===== src/rtl/core_seq_pkg.sv =====
// core_seq_pkg: opcode and FSM encodings plus instruction field offsets.
// Latency: n/a (types and constant functions only).
// Backpressure: n/a.
package core_seq_pkg;

   typedef enum logic [2:0] {
      OP_LDI  = 3'd0,
      OP_ADD  = 3'd1,
      OP_SUB  = 3'd2,
      OP_AND  = 3'd3,
      OP_OUT  = 3'd4,
      OP_JMP  = 3'd5,
      OP_JC   = 3'd6,
      OP_HALT = 3'd7
   } op_e;

   typedef enum logic [2:0] {
      S_IDLE  = 3'd0,
      S_FETCH = 3'd1,
      S_WAIT  = 3'd2,
      S_EXEC  = 3'd3,
      S_OUTW  = 3'd4,
      S_HALT  = 3'd5
   } state_e;

   // Instruction layout, MSB first: op[2:0] | rd[RW-1:0] | imm[DW-1:0]
   function automatic int rd_lsb(input int dw);
      return dw;
   endfunction

   function automatic int op_lsb(input int dw, input int rw);
      return dw + rw;
   endfunction

   function automatic int inst_width(input int dw, input int rw);
      return 3 + rw + dw;
   endfunction

endpackage


===== src/rtl/core_seq_alu.sv =====
// core_seq_alu: combinational ADD/SUB/AND on two DW-bit operands with carry/borrow.
// Latency: 0 cycles (purely combinational).
// Backpressure: none.
// Ports: op (operation), a/b (operands), y (DW-bit result), cout (carry on ADD,
//        borrow on SUB, 0 on AND and all other ops).
module core_seq_alu
   import core_seq_pkg::*;
#(
   parameter int DW = 4
) (
   input  op_e           op,
   input  logic [DW-1:0] a,
   input  logic [DW-1:0] b,
   output logic [DW-1:0] y,
   output logic          cout
);

   logic [DW:0] wide;

   always_comb begin
      wide = '0;
      y    = '0;
      cout = 1'b0;
      case (op)
         OP_ADD: begin
            wide = {1'b0, a} + {1'b0, b};
            y    = wide[DW-1:0];
            cout = wide[DW];
         end
         OP_SUB: begin
            // Top bit of the zero-extended difference is set exactly when b > a.
            wide = {1'b0, a} - {1'b0, b};
            y    = wide[DW-1:0];
            cout = wide[DW];
         end
         OP_AND: begin
            y = a & b;
         end
         default: ;
      endcase
   end

endmodule


===== src/rtl/core_seq.sv =====
// core_seq: multi-cycle accumulator core, FETCH/WAIT/EXEC sequencing over a valid-strobed imem port.
// Latency: >= 3 cycles per instruction (FETCH, WAIT >= 1, EXEC); OUT adds >= 1 OUTW cycle.
// Backpressure: OUTW holds out_valid/out_data and issues no fetch until out_ready.
// Ports: clk/reset (sync, active-high); imem_req/imem_addr/imem_valid/imem_inst fetch port;
//        out_valid/out_data/out_ready result port; carry flag; halted status.
module core_seq
   import core_seq_pkg::*;
#(
   parameter  int DW   = 4,
   parameter  int NREG = 4,
   parameter  int PCW  = 4,
   localparam int RW   = $clog2(NREG),
   localparam int IW   = inst_width(DW, RW)
) (
   input  logic           clk,
   input  logic           reset,
   output logic           imem_req,
   output logic [PCW-1:0] imem_addr,
   input  logic           imem_valid,
   input  logic [IW-1:0]  imem_inst,
   output logic           out_valid,
   output logic [DW-1:0]  out_data,
   input  logic           out_ready,
   output logic           carry,
   output logic           halted
);

   localparam int OP_LSB = op_lsb(DW, RW);
   localparam int RD_LSB = rd_lsb(DW);
   localparam int XW     = (PCW > DW) ? PCW : DW;

   state_e          state, state_nxt;
   logic [IW-1:0]   inst_q;
   logic [DW-1:0]   regs [NREG];
   logic [PCW-1:0]  pc;

   op_e             op;
   logic [RW-1:0]   rd;
   logic [DW-1:0]   imm;
   logic            rd_ok;
   logic [DW-1:0]   rd_val;
   logic [XW-1:0]   imm_x;
   logic [PCW-1:0]  jmp_tgt;
   logic [PCW-1:0]  pc_inc;
   logic [DW-1:0]   alu_y;
   logic            alu_c;

   assign op      = op_e'(inst_q[OP_LSB +: 3]);
   assign rd      = inst_q[RD_LSB +: RW];
   assign imm     = inst_q[DW-1:0];
   // NREG need not be a power of two; out-of-range rd writes are dropped, reads give 0.
   assign rd_ok   = ({1'b0, rd} < (RW+1)'(NREG));
   assign rd_val  = rd_ok ? regs[rd] : '0;
   // Zero-extend when PCW > DW, otherwise keep the low PCW bits of imm.
   assign imm_x   = XW'(imm);
   assign jmp_tgt = imm_x[PCW-1:0];
   assign pc_inc  = pc + PCW'(1);

   assign imem_addr = pc;

   core_seq_alu #(.DW(DW)) u_alu (
      .op   (op),
      .a    (regs[0]),
      .b    (regs[1]),
      .y    (alu_y),
      .cout (alu_c)
   );

   always_comb begin
      state_nxt = state;
      imem_req  = 1'b0;
      out_valid = 1'b0;
      halted    = 1'b0;
      case (state)
         S_IDLE:  state_nxt = S_FETCH;
         S_FETCH: begin
            imem_req  = 1'b1;
            state_nxt = S_WAIT;
         end
         S_WAIT:  if (imem_valid) state_nxt = S_EXEC;
         S_EXEC: begin
            case (op)
               OP_OUT:  state_nxt = S_OUTW;
               OP_HALT: state_nxt = S_HALT;
               default: state_nxt = S_FETCH;
            endcase
         end
         S_OUTW: begin
            out_valid = 1'b1;
            if (out_ready) state_nxt = S_FETCH;
         end
         S_HALT:  halted = 1'b1;
         default: state_nxt = S_IDLE;
      endcase
   end

   always_ff @(posedge clk) begin
      if (reset) begin
         state    <= S_IDLE;
         pc       <= '0;
         carry    <= 1'b0;
         out_data <= '0;
         inst_q   <= '0;
         for (int i = 0; i < NREG; i++) regs[i] <= '0;
      end else begin
         state <= state_nxt;
         // Strobes outside WAIT (including the FETCH cycle) are not captured.
         if (state == S_WAIT && imem_valid) inst_q <= imem_inst;
         if (state == S_EXEC) begin
            pc <= pc_inc;
            case (op)
               OP_LDI: if (rd_ok) regs[rd] <= imm;
               OP_ADD, OP_SUB, OP_AND: begin
                  if (rd_ok) regs[rd] <= alu_y;
                  carry <= alu_c;
               end
               OP_OUT: out_data <= rd_val;
               OP_JMP: pc <= jmp_tgt;
               OP_JC:  if (carry) pc <= jmp_tgt;
               default: ;
            endcase
         end
      end
   end

endmodule


===== config.mk =====
export PLATFORM = sky130hd
export DESIGN_NAME = core_seq
export DESIGN_NICKNAME = d
export VERILOG_FILES = /design/src/rtl/core_seq_pkg.sv /design/src/rtl/core_seq_alu.sv /design/src/rtl/core_seq.sv
export SDC_FILE = /design/constraint.sdc
export NUM_CORES = 1
export LEC_CHECK = 0
export ABC_AREA = 1
export CAP_MARGIN = 20
export CORE_ASPECT_RATIO = 0.6
export CORE_UTILIZATION = 50
export CTS_BUF_LIST = sky130_fd_sc_hd__clkbuf_8 sky130_fd_sc_hd__clkbuf_16
export CTS_CLUSTER_DIAMETER = 150
export DETAILED_ROUTE_END_ITERATION = 6
export GPL_ROUTABILITY_DRIVEN = 1
export PLACE_DENSITY = 0.78
export SYNTH_ARGS = -nofsm -noshare
export SYNTH_HDL_FRONTEND = slang
export SYNTH_SLANG_ARGS = --single-unit
export TNS_END_PERCENT = 20

===== constraint.sdc =====
create_clock -name clk -period 1.75 [get_ports clk]
set_clock_uncertainty 0.1 [all_clocks]
set_input_delay 0.35 -clock clk [delete_from_list [all_inputs] [get_ports clk]]
set_output_delay 0.35 -clock clk [all_outputs]
set_load 0.01 [all_outputs]

Yosys cells after proc, flatten, opt, wreduce, memory -nomap -nowiden
Memories as Yosys holds them, arrays and structs flattened. A register that Yosys moved wholly into a read port is not among the register bits.
Cells that the tools add are included.
{"block": "classes", "reduce_logical": 8, "mux": 25, "n_addsub": 3, "bitwise_logic": 3, "eq_ne": 14}
{"op": "3-bit == test (second input constant)", "n": 6}
{"op": "3-bit case mux with 6 select lines", "n": 1}
{"op": "1-bit 2-to-1 mux", "n": 14}
{"op": "3-bit by 2-bit == test with 1-bit output (second input constant)", "n": 4}
{"op": "4-bit 2-to-1 mux", "n": 3}
{"op": "4-bit case mux with 3 select lines", "n": 1}
{"op": "4-bit case mux with 2 select lines", "n": 1}
{"op": "3-bit by 1-bit == test with 1-bit output (second input constant)", "n": 2}
{"op": "3-bit zero test", "n": 2}
{"op": "3-bit 2-to-1 mux", "n": 2}
{"op": "3-bit case mux with 2 select lines", "n": 1}
{"op": "4-bit by 4-bit adder with 5-bit output", "n": 1}
{"op": "4-bit by 4-bit subtractor with 5-bit output", "n": 1}
{"op": "4-bit by 1-bit adder with 4-bit output (second input constant)", "n": 1}
{"op": "4-bit bitwise AND", "n": 1}
{"op": "2-bit inequality test (second input constant)", "n": 2}
{"op": "2-bit AND reduction", "n": 2}
{"op": "4-bit OR reduction", "n": 1}
{"op": "3-bit AND reduction", "n": 1}
{"op": "3-bit OR reduction", "n": 1}
{"op": "2-bit 2-to-1 mux", "n": 1}
{"op": "1-bit case mux with 2 select lines", "n": 1}
{"op": "1-bit logical AND", "n": 1}
{"op": "1-bit NOT", "n": 1}
{"op": "1-bit OR", "n": 1}
{"block": "word_totals", "word_cells": 58, "ram_bits": 16, "in_bits": 13, "n_memories": 1, "out_inout_bits": 12, "regBits": 17}
{"name": "regs", "words": 4, "word_bits": 4, "rd": 3, "rd_ports_with_merged_regs": 1, "wr": 4, "line": "core_seq.sv:34", "text": "logic [DW-1:0] regs [NREG];"}

Depth between registers and ports, before layout
{"block": "depth", "depth_word": 9, "ltp_mapped": 10}

Modules after synthesis
A second synthesis with hierarchy kept.
{"block": "hier_totals", "cells_unflattened": 291, "area_unflattened_um2": 2225.9}
{"mod": "core_seq", "area_each_um2": 1836.8, "cells_each": 228, "n_inst": 1}
{"mod": "core_seq_alu", "area_each_um2": 389.1, "cells_each": 63, "n_inst": 1}

Least setup slack after synthesis
Ideal clock, no wire load.
{"block": "synth_path", "kind": "register to register", "start": "memory regs[1][0]", "end": "memory regs[1][2], data pin", "arrival_time_ns": 1.494, "slack_ns": -0.101, "path_stages_with_launch": 9, "setup_time_ns": 0.257, "synth_period_minus_slack_ns": 1.851, "path_cell_list": "edfxtp_1 ha_1 fa_1 nor2_1 nor2_1 a21oi_1 o211ai_1 nand2_1 nor2_1"}
{"element": "from (decl)", "line": "core_seq.sv:34"}

==> metrics list <==
- Placement-stage cell area: 2497 sq um
- Sequential-to-total area share from yosys stat: 44.01%
* Height of the chip: 51.56 um
- Clock transition at the register clock pins on the worst setup and hold paths after CTS: 0.07 ns
- After routing the design area is 2686 sq um.
* Overall routing resource usage: 26.02%
- The tightest hold path in the finished design has a slack of ~0.38 ns.
- Of all nets on the critical path, the largest fanout is 4.
- Status: finished, violations left
* FFs w/ async S/R, synth: 0%
- Crit path kind: flop to flop
- R2R depth: 8
* Maximum achievable frequency: 0.5191 GHz
- Port buffering added 24 buffers.
- Syn_nets: 292
- The min-delay analysis places its worst path in the category flop to flop.
* PnR Total Power: 0.001983 W
* Met1 capacity usage during global routing: 38.52%
- Max-Cap Viols: 0
- The worst setup path is launched from a flop.
* Ratio of final minimum period to clock period: 110.1%
- Setup repair after global routing could not meet its margin everywhere.
* Data arrival at the endpoint of the critical path: 1.88 ns
- After synthesis the netlist holds a flip-flop and latch count of 37.
- Setup violations remaining at the end of the flow were counted as 12.
- Power density of the placed cells: 738.1 nW/um^2
- Core Util, Final: a little under three quarters
- Across all layers, the routed design uses between 1,500 and 2,000 vias.
* Diode count: 0
- Dividing the detail-routed via count by the number of cells gives 5.228.
- Routed length per instance: 13.77 um
- Number of buffers added by the clock tree synthesis step: 5
- Final-report max-slew violation count: 0
* GR met3 Demand/Resource: about 5.2%
* Detailed-routing iteration count for the pre-antenna-repair pass: 6
- Antenna violations before repair: 0
* Clock latency on the worst-skew pair: 0.29 ns
* Post-Syn Area: 2047 sq um
* Commonest non-fill, non-tap cell in the layout: nor2_1
* Fraction of final layout cells with drive strength greater than 1: a little over a fifth
* Summed negative setup slack over all endpoints: -1.397 ns
- DRT iter0 DRCs: 114
- Depth of the CTS H-tree: 2
- TritonCTS clock tree: yes
- Measured along the x axis, the die boundary spans 84.60 um.
* Setup slack after layout: -0.1765 ns
* Mapped Avg Cell Area: 7.638 sq um
- Standard-cell rows: 17
* GP Congestion: 0.9065
* First-pass GRT wire length: 8480 um
- The initial utilization of the core area, before any placement, comes to 54.06%.
- Met2 GRT Util: between 30% and 40%
- No sink is reached through more buffers than the 2 on the longest clock path.
- Summed over all nets, the half-perimeter wirelength after detailed placement is just under 4000 um.
- Sorting the synthesized cells by area gives the leading types as edfxtp_1 23%, dfxtp_1 21%, nor2_1 10%.
* Source of the worst register-to-register timing path: regs[1][0]
- For this design the top-level I/O count stands at 25.
* Leakage power of the design: 1.113 nW
* Total Die Area: 4362 sq um
- Routed wire length: approximately 5100 um
- Worst-margin pin slew: about 0.46 ns
- Along the worst hold path, the cell count comes to 2.
- In the synthesized netlist the dominant register cell turns out to be dfxtp_1.
- Post-route minimum period: 1.927 ns
- Core Box Area: 3786 sq um
* Violations in the final reports: setup timing
- The total overflow left after global routing is 0.
- The synthesized netlist contains 28 unique library cells.
- In this run, synthesis inferred 16 flip-flops with an integrated enable.
- Final Net Count: approximately 340
- Vias in the first global route: 1,764
- Hold buffer count at cts: 0
* Register-to-register path setup slack: -0.18 ns
* Synth Instances: roughly 270
- Entering global routing, the biggest net connects 17 pins.
- Once detail routing completed, the nets flagged for antenna violations numbered 0.
- Area overhead of the layout relative to synthesis: 31.23%
- Number of remaining DRC errors: 0
- The path with the worst hold slack has its endpoint at inst_q[2].
- Across the VDD grid, the largest voltage drop is 578.9 uV.
- Worst hold start: inst_q[2]
- For this design, the sink count on the clock tree is 37.
* Final hold violation count: 0
- Post-synth top area share: approximately a quarter
- Most congested layer reported by global routing: met2
* Count of warnings emitted by yosys: 0
- Relative slew slack: 69.45%
- Data on the critical path is required at its endpoint by about 1.7 ns.
- The top cell types in the final layout, fill and taps aside, are 54 x nor2_1, 36 x inv_1, 29 x nand2_1.
- The worst register-to-register path ends at regs[2][1].
- CTS root buf: clkbuf_8
* Yosys top cell by area: edfxtp_1
- The worst setup path is captured at a flop.
## critical path, cell delays in order, from the launching register on
cell and delay [ns]:
edfxtp_1 0.43, ha_2 0.21, fa_2 0.41, inv_2 0.07
nor2_2 0.03, nor3_2 0.14, nand2_1 0.11, nand2_2 0.12
nor2_1 0.06
## sequential cells by signal (all words and copies together), names as in the netlist
signal     flops
carry          1
imem_addr      4
inst_q         9
out_data       4
regs          16
state          3
## stage by stage
stage | setup slack (ns) | instances
after detailed placement | -0.3680 | 357
after CTS | -0.1963 | 368
after global routing | -0.2760 | 368
final | -0.1765 | 368
after floorplan | -0.02225 | 268
after global placement | -0.3144 | 357
## what timing repair did
action / 4_1_cts / 5_1_grt
endpoints found under the hold margin: 0 / 0
gates resized for setup: 13 / 16
buffers inserted: 3 / 0
pin swaps: 6 / 5
endpoints found under the setup margin: 20 / 31
gates cloned: 0 / 0
## final cells by class
type                       count  area (sq um)
multi-input combinational    184          1044
inverter                      42         160.2
sequential                    37         904.6
fill                         321          1100
tap                           47         58.81
clock buffer                   5         68.82
timing repair buffer          50         431.7
clock inverter                 3         18.77
## per-layer routing
metal  up-vias  share of wire, %
li1        980                 -
met1       874                51
met2        62                41
met3         8               6.8
met4         0               1.1
met5         -                 0
## how the worst max path moves through the flow
stage,start,depth (start not counted),end
floorplan,regs[1][0],8,regs[1][1]
global placement,reset,7,regs[1][2]
detailed placement,reset,7,regs[0][3]
CTS,regs[1][0],8,regs[2][2]
global route,regs[1][0],8,regs[2][2]
finish,regs[1][0],8,regs[2][1]
## power by group
part	internal [W]	switching, W	total, W	leakage, nW
logic	0.000176	0.000220	0.000396	0.734
registers	0.000951	0.0000443	0.000995	0.337
clock network	0.000275	0.000317	0.000592	0.0416
## cells by family (layout without fill, tap and decap cells)
family	after synthesis	in the layout	synth area share [%]
XOR/XNOR	2	2	0.8559
flip-flops	37	37	44.01
AO/OA/AOI/OAI	58	58	15.77
adder cells (fa/ha/maj)	11	11	7.457
buffers and inverters	47	100	9.230
AND/OR/NAND/NOR	113	113	22.68
## Yosys cell counts, types with 2 or more instances
cell type / number
nand4_1: 2
edfxtp_1: 16
xnor2_1: 2
o211ai_1: 3
fa_1: 2
nand3_1: 13
ha_1: 9
inv_1: 40
clkbuf_1: 2
inv_2: 2
dfxtp_1: 21
a21oi_1: 18
nand2_1: 35
nand2_2: 3
nor2_1: 57
o21ai_0: 24
a31oi_1: 5
a22oi_1: 4
(Power assumes the default switching activity.)
==> variant 1: new RTL, same flow settings <==
`DW` is set to 4 in 2 places; all go to 6.
--- a/src/rtl/core_seq_alu.sv
+++ b/src/rtl/core_seq_alu.sv
@@ -7,5 +7,5 @@
    import core_seq_pkg::*;
 #(
-   parameter int DW = 4
+   parameter int DW = 6
 ) (
    input  op_e           op,
--- a/src/rtl/core_seq.sv
+++ b/src/rtl/core_seq.sv
@@ -7,5 +7,5 @@
    import core_seq_pkg::*;
 #(
-   parameter  int DW   = 4,
+   parameter  int DW   = 6,
    parameter  int NREG = 4,
    parameter  int PCW  = 4,
Interface: changed (resized imem_inst and out_data); port bits go from 25 to 29. No check against the original RTL was run, so the function may have changed too.
==> variant 1 against the original RTL <==
- global-route usage up 0.36 points
- area after synthesis up 39%
- sequential cell count rose by 12
- total power up 45%
- largest cell class unchanged
- highest routed layer unchanged
- design area up 40%
- wire length grew 50%
- hold slack better by 0.019 ns
- via count grew 40%
- the run still ends with setup timing left
- setup slack worse by 0.12 ns
==> variant 1: results <==
<?xml version="1.0" encoding="UTF-8"?>
<metrics>
  <group name="run_status">
    <metric name="outcome" unit="">finished with violations</metric>
    <metric name="failed_checks" unit="">setup timing</metric>
  </group>
  <group name="drt">
    <metric name="drt_wl_total" unit="mm">7.613</metric>
    <metric name="first_iter_violations" unit="">196</metric>
    <metric name="wl_met2" unit="mm">3.272</metric>
    <metric name="wl_met3" unit="microns">647</metric>
    <metric name="num_vias" unit="">2702</metric>
    <metric name="wire_length_the_detailed_router_placed_on_met1" unit="mm">3.549</metric>
  </group>
  <group name="final_layout">
    <metric name="fin_nets" unit="">463</metric>
    <metric name="reg_top3" unit="">regs (24), inst_q (11), out_data (6)</metric>
    <metric name="area.sequential" unit="sq mm">0.001226</metric>
    <metric name="clock_area_share" unit="%">2.954</metric>
    <metric name="fill_count" unit="">417</metric>
    <metric name="multi_input_gates" unit="">245</metric>
  </group>
  <group name="logic_synthesis">
    <metric name="synth.area.top_cells" unit="">sky130_fd_sc_hd__edfxtp_1 (25%), sky130_fd_sc_hd__dfxtp_1 (18%), sky130_fd_sc_hd__nor2_1 (7.1%), sky130_fd_sc_hd__inv_1 (6.2%), sky130_fd_sc_hd__nand2_1 (5.9%)</metric>
    <metric name="seq_area_frac_synth" unit="%">43.01</metric>
    <metric name="ys_top_cells_by_count" unit="">sky130_fd_sc_hd__nor2_1 (54), sky130_fd_sc_hd__inv_1 (47), sky130_fd_sc_hd__nand2_1 (45)</metric>
    <metric name="count_of_distinct_cell_types_in_the_synthesized_netlist" unit="">37</metric>
  </group>
  <group name="sta">
    <metric name="setup_violations" unit="">21</metric>
    <metric name="tightestPinTransition" unit="ns">0.4314</metric>
    <metric name="setup_ws" unit="ns">-0.3011</metric>
  </group>
  <group name="global_route">
    <metric name="met2_usage" unit="%">39.38</metric>
    <metric name="largest_net_degree_at_the_start_of_global_routing" unit="">20</metric>
    <metric name="met1_usage" unit="%">36.54</metric>
    <metric name="grt_pass1_vias" unit="">2493</metric>
    <metric name="groute.layer.met3.usage" unit="%">7.604</metric>
  </group>
  <group name="worst_setup_path">
    <metric name="worstReg2RegEnd" unit="">regs[1][2]</metric>
  </group>
  <group name="hold_path">
    <metric name="hold-path-endpoint" unit="">inst_q[4]</metric>
    <metric name="hold_path.startpoint" unit="">inst_q[4]</metric>
  </group>
  <group name="place">
    <metric name="gp_congestion" unit="">0.9522</metric>
    <metric name="placement.io_buffers" unit="">28</metric>
    <metric name="dpl-instance-area" unit="sq mm">0.003503</metric>
    <metric name="dp_hpwl" unit="mm">5.762</metric>
  </group>
  <group name="floorplanning">
    <metric name="num_tap_cells" unit="">66</metric>
  </group>
  <group name="clocking">
    <metric name="cts.reportedPaths.clkPinSlew" unit="ns">0.09</metric>
    <metric name="clk-insertion-delay-late" unit="ns">0.31</metric>
  </group>
</metrics>
-- variant 1: cells by family (layout without fill, tap and decap cells) --
group / count (synthesis) / after routing / share of synthesized area, %
compound gates: 91 / 91 / 17.63
xor+xnor: 3 / 3 / 0.9257
fa+ha+maj: 15 / 15 / 7.140
buf+inv: 66 / 140 / 9.344
flops: 49 / 49 / 43.01
simple gates: 136 / 136 / 21.95
-- variant 1: critical path, stage by stage (launching register included) --
cell and delay, ns:
sky130_fd_sc_hd__edfxtp_1 0.43, sky130_fd_sc_hd__ha_2 0.21, sky130_fd_sc_hd__fa_2 0.35, sky130_fd_sc_hd__inv_2 0.08, sky130_fd_sc_hd__nand2_1 0.08, sky130_fd_sc_hd__a32oi_2 0.22
sky130_fd_sc_hd__nand3_1 0.11, sky130_fd_sc_hd__nand2_2 0.17, sky130_fd_sc_hd__nor2_1 0.06
-- variant 1: timing repair --
item | 4_1_cts | 5_1_grt
gates cloned | 0 | 0
gates resized for setup | 24 | 16
hold buffers | 0 | 0
pin swaps | 5 | 5
buffers inserted | 3 | 2
endpoints found under the setup margin | 25 | 47
endpoints found under the hold margin | 0 | 0
-- variant 1: through the flow --
step,instances,TNS [ns],setup WS [ns],total power [W]
floorplan,360,-0.8279,-0.07049,0.001764
global placement,487,-10.96,-0.2980,0.002015
detailed placement,487,-11.97,-0.3136,0.002034
CTS,498,-3.466,-0.2461,0.002851
global route,500,-5.752,-0.3677,0.002989
finish,500,-4.289,-0.3011,0.002873
-- variant 1: where the power goes --
group | internal [W] | switching [W]
combinational | 0.000297 | 0.000389
sequential | 0.00129 | 0.0000858
clock | 0.000426 | 0.000382
total | 0.00202 | 0.000858
==> variant 2: new RTL, config.mk and constraints unchanged <==
Without the edit above. Make the reset (`reset`) asynchronous in one clocked block.
--- a/src/rtl/core_seq.sv
+++ b/src/rtl/core_seq.sv
@@ -95,5 +95,5 @@
    end
 
-   always_ff @(posedge clk) begin
+   always_ff @(posedge clk or posedge reset) begin
       if (reset) begin
          state    <= S_IDLE;
Formal check against the unedited RTL: differs if reset is asserted again (counterexample within 4 cycles, from zero or initial values and one cycle with reset high); with reset held inactive, the same outputs for 10 cycles.
==> variant 2 against the original RTL <==
- the flow still finishes with violations (setup timing)
- setup slack better by 0.14 ns
- utilization is 1.4 points higher
- maximum frequency is 7.8% higher
- design area is 3.7% higher
- wire length is 4.3% higher
- sequential share of layout area is 0.40 points lower
- area after synthesis is 3.6% higher
- sequential cell count stayed put
- count of clock-buffer cells in the layout is 1 higher
- critical path type unchanged
- critical endpoint is now regs[10]
- highest routed layer unchanged
Power is not compared: it rests on default switching activity, and its combinational part moved more than twofold at a synthesized area within 25%.
==> variant 2: results <==
<?xml version="1.0" encoding="UTF-8"?>
<metrics>
  <group name="global_route">
    <metric name="groute.layer.met3.usage" unit="%">7.087</metric>
    <metric name="largest_net_degree_at_the_start_of_global_routing" unit="">38</metric>
    <metric name="grt_pass1_vias" unit="">1806</metric>
    <metric name="grt.total_usage" unit="%">26.61</metric>
    <metric name="wire_length_of_the_first_global_routing_pass" unit="mm">8.790</metric>
    <metric name="met2_usage" unit="%">38.76</metric>
    <metric name="met1_usage" unit="%">40.00</metric>
  </group>
  <group name="sta">
    <metric name="setup_violations" unit="">6</metric>
    <metric name="setup_ws" unit="ns">-0.03788</metric>
    <metric name="max_slew_margin" unit="%">69.54</metric>
  </group>
  <group name="logic_synthesis">
    <metric name="postSynth.asyncResetShare" unit="%">100.0</metric>
    <metric name="synth_compound_area_share" unit="%">11.09</metric>
    <metric name="synth_nets" unit="">296</metric>
    <metric name="syn_area_cell" unit="sq um">7.797</metric>
    <metric name="synthXorXnorAreaFrac" unit="%">1.239</metric>
    <metric name="dominantRegCellSynth" unit="">sky130_fd_sc_hd__dfrtp_1</metric>
    <metric name="synth_adder_area_share" unit="%">7.198</metric>
    <metric name="synth.area.top_cells" unit="">sky130_fd_sc_hd__dfrtp_1 (44%), sky130_fd_sc_hd__nand2_1 (12%), sky130_fd_sc_hd__nand3_1 (7.1%), sky130_fd_sc_hd__inv_1 (5.7%), sky130_fd_sc_hd__nor2_1 (5.5%)</metric>
  </group>
  <group name="worst_setup_path">
    <metric name="timing.critical_path.from" unit="">regs[8]</metric>
    <metric name="critPathArrivalTime" unit="ns">1.86</metric>
    <metric name="cp_slowest_cell" unit="">sky130_fd_sc_hd__dfrtp_1</metric>
    <metric name="reg2regPathDepth" unit="">7</metric>
    <metric name="r2r-start" unit="">regs[8]</metric>
    <metric name="worstReg2RegEnd" unit="">regs[10]</metric>
  </group>
  <group name="drt">
    <metric name="wl_met3" unit="microns">343</metric>
    <metric name="via_per_inst" unit="">5.143</metric>
    <metric name="drt_wl_total" unit="mm">5.285</metric>
    <metric name="wire_length_the_detailed_router_placed_on_met1" unit="mm">2.697</metric>
    <metric name="first_iter_violations" unit="">139</metric>
    <metric name="firstDrtPassIters" unit="">5</metric>
  </group>
  <group name="place">
    <metric name="pre_cts_ws" unit="ns">-0.1527</metric>
    <metric name="gp_congestion" unit="">0.9498</metric>
    <metric name="dpl-instance-area" unit="sq mm">0.002594</metric>
    <metric name="place_inst" unit="">368</metric>
    <metric name="dp_hpwl" unit="mm">3.912</metric>
  </group>
  <group name="run_status">
    <metric name="failed_checks" unit="">setup timing</metric>
    <metric name="outcome" unit="">finished with violations</metric>
  </group>
  <group name="hold_path">
    <metric name="hold_path.class" unit="">in2async</metric>
  </group>
  <group name="final_layout">
    <metric name="layout-drive-gt1-share" unit="%">19.38</metric>
  </group>
</metrics>
## variant 2: cell type report
cell class              instances  area [sq um]  share of cell area, %
multi-input cells             197          1146                  41.13
clock buffers                   6         82.58                  2.964
inverters                      35         136.4                  4.894
flip-flops and latches         37         927.1                  33.27
well taps                      57         71.32                  2.559
clock inverters                 2         33.78                  1.212
repair buffers                 43         389.1                  13.96
## variant 2: what timing repair did
action	4_1_cts	5_1_grt
pin swaps	4	2
cloned	0	0
buffers inserted	0	1
gates resized for setup	9	18
endpoints found under the setup margin	14	17
## variant 2: worst min-delay path by stage
| stage | start | end | slack (ns) | cells after the start |
|---|---|---|---|---|
| 4_1_cts | reset | state[1] | 0.32 | 3 |
| 2_1_floorplan | regs[1] | regs[1] | 0.35 | 2 |
| 3_3_place_gp | regs[5] | regs[5] | 0.37 | 2 |
| 6_report | reset | state[1] | 0.31 | 3 |
| 5_1_grt | reset | state[0] | 0.31 | 3 |
| 3_5_place_dp | regs[5] | regs[5] | 0.37 | 2 |
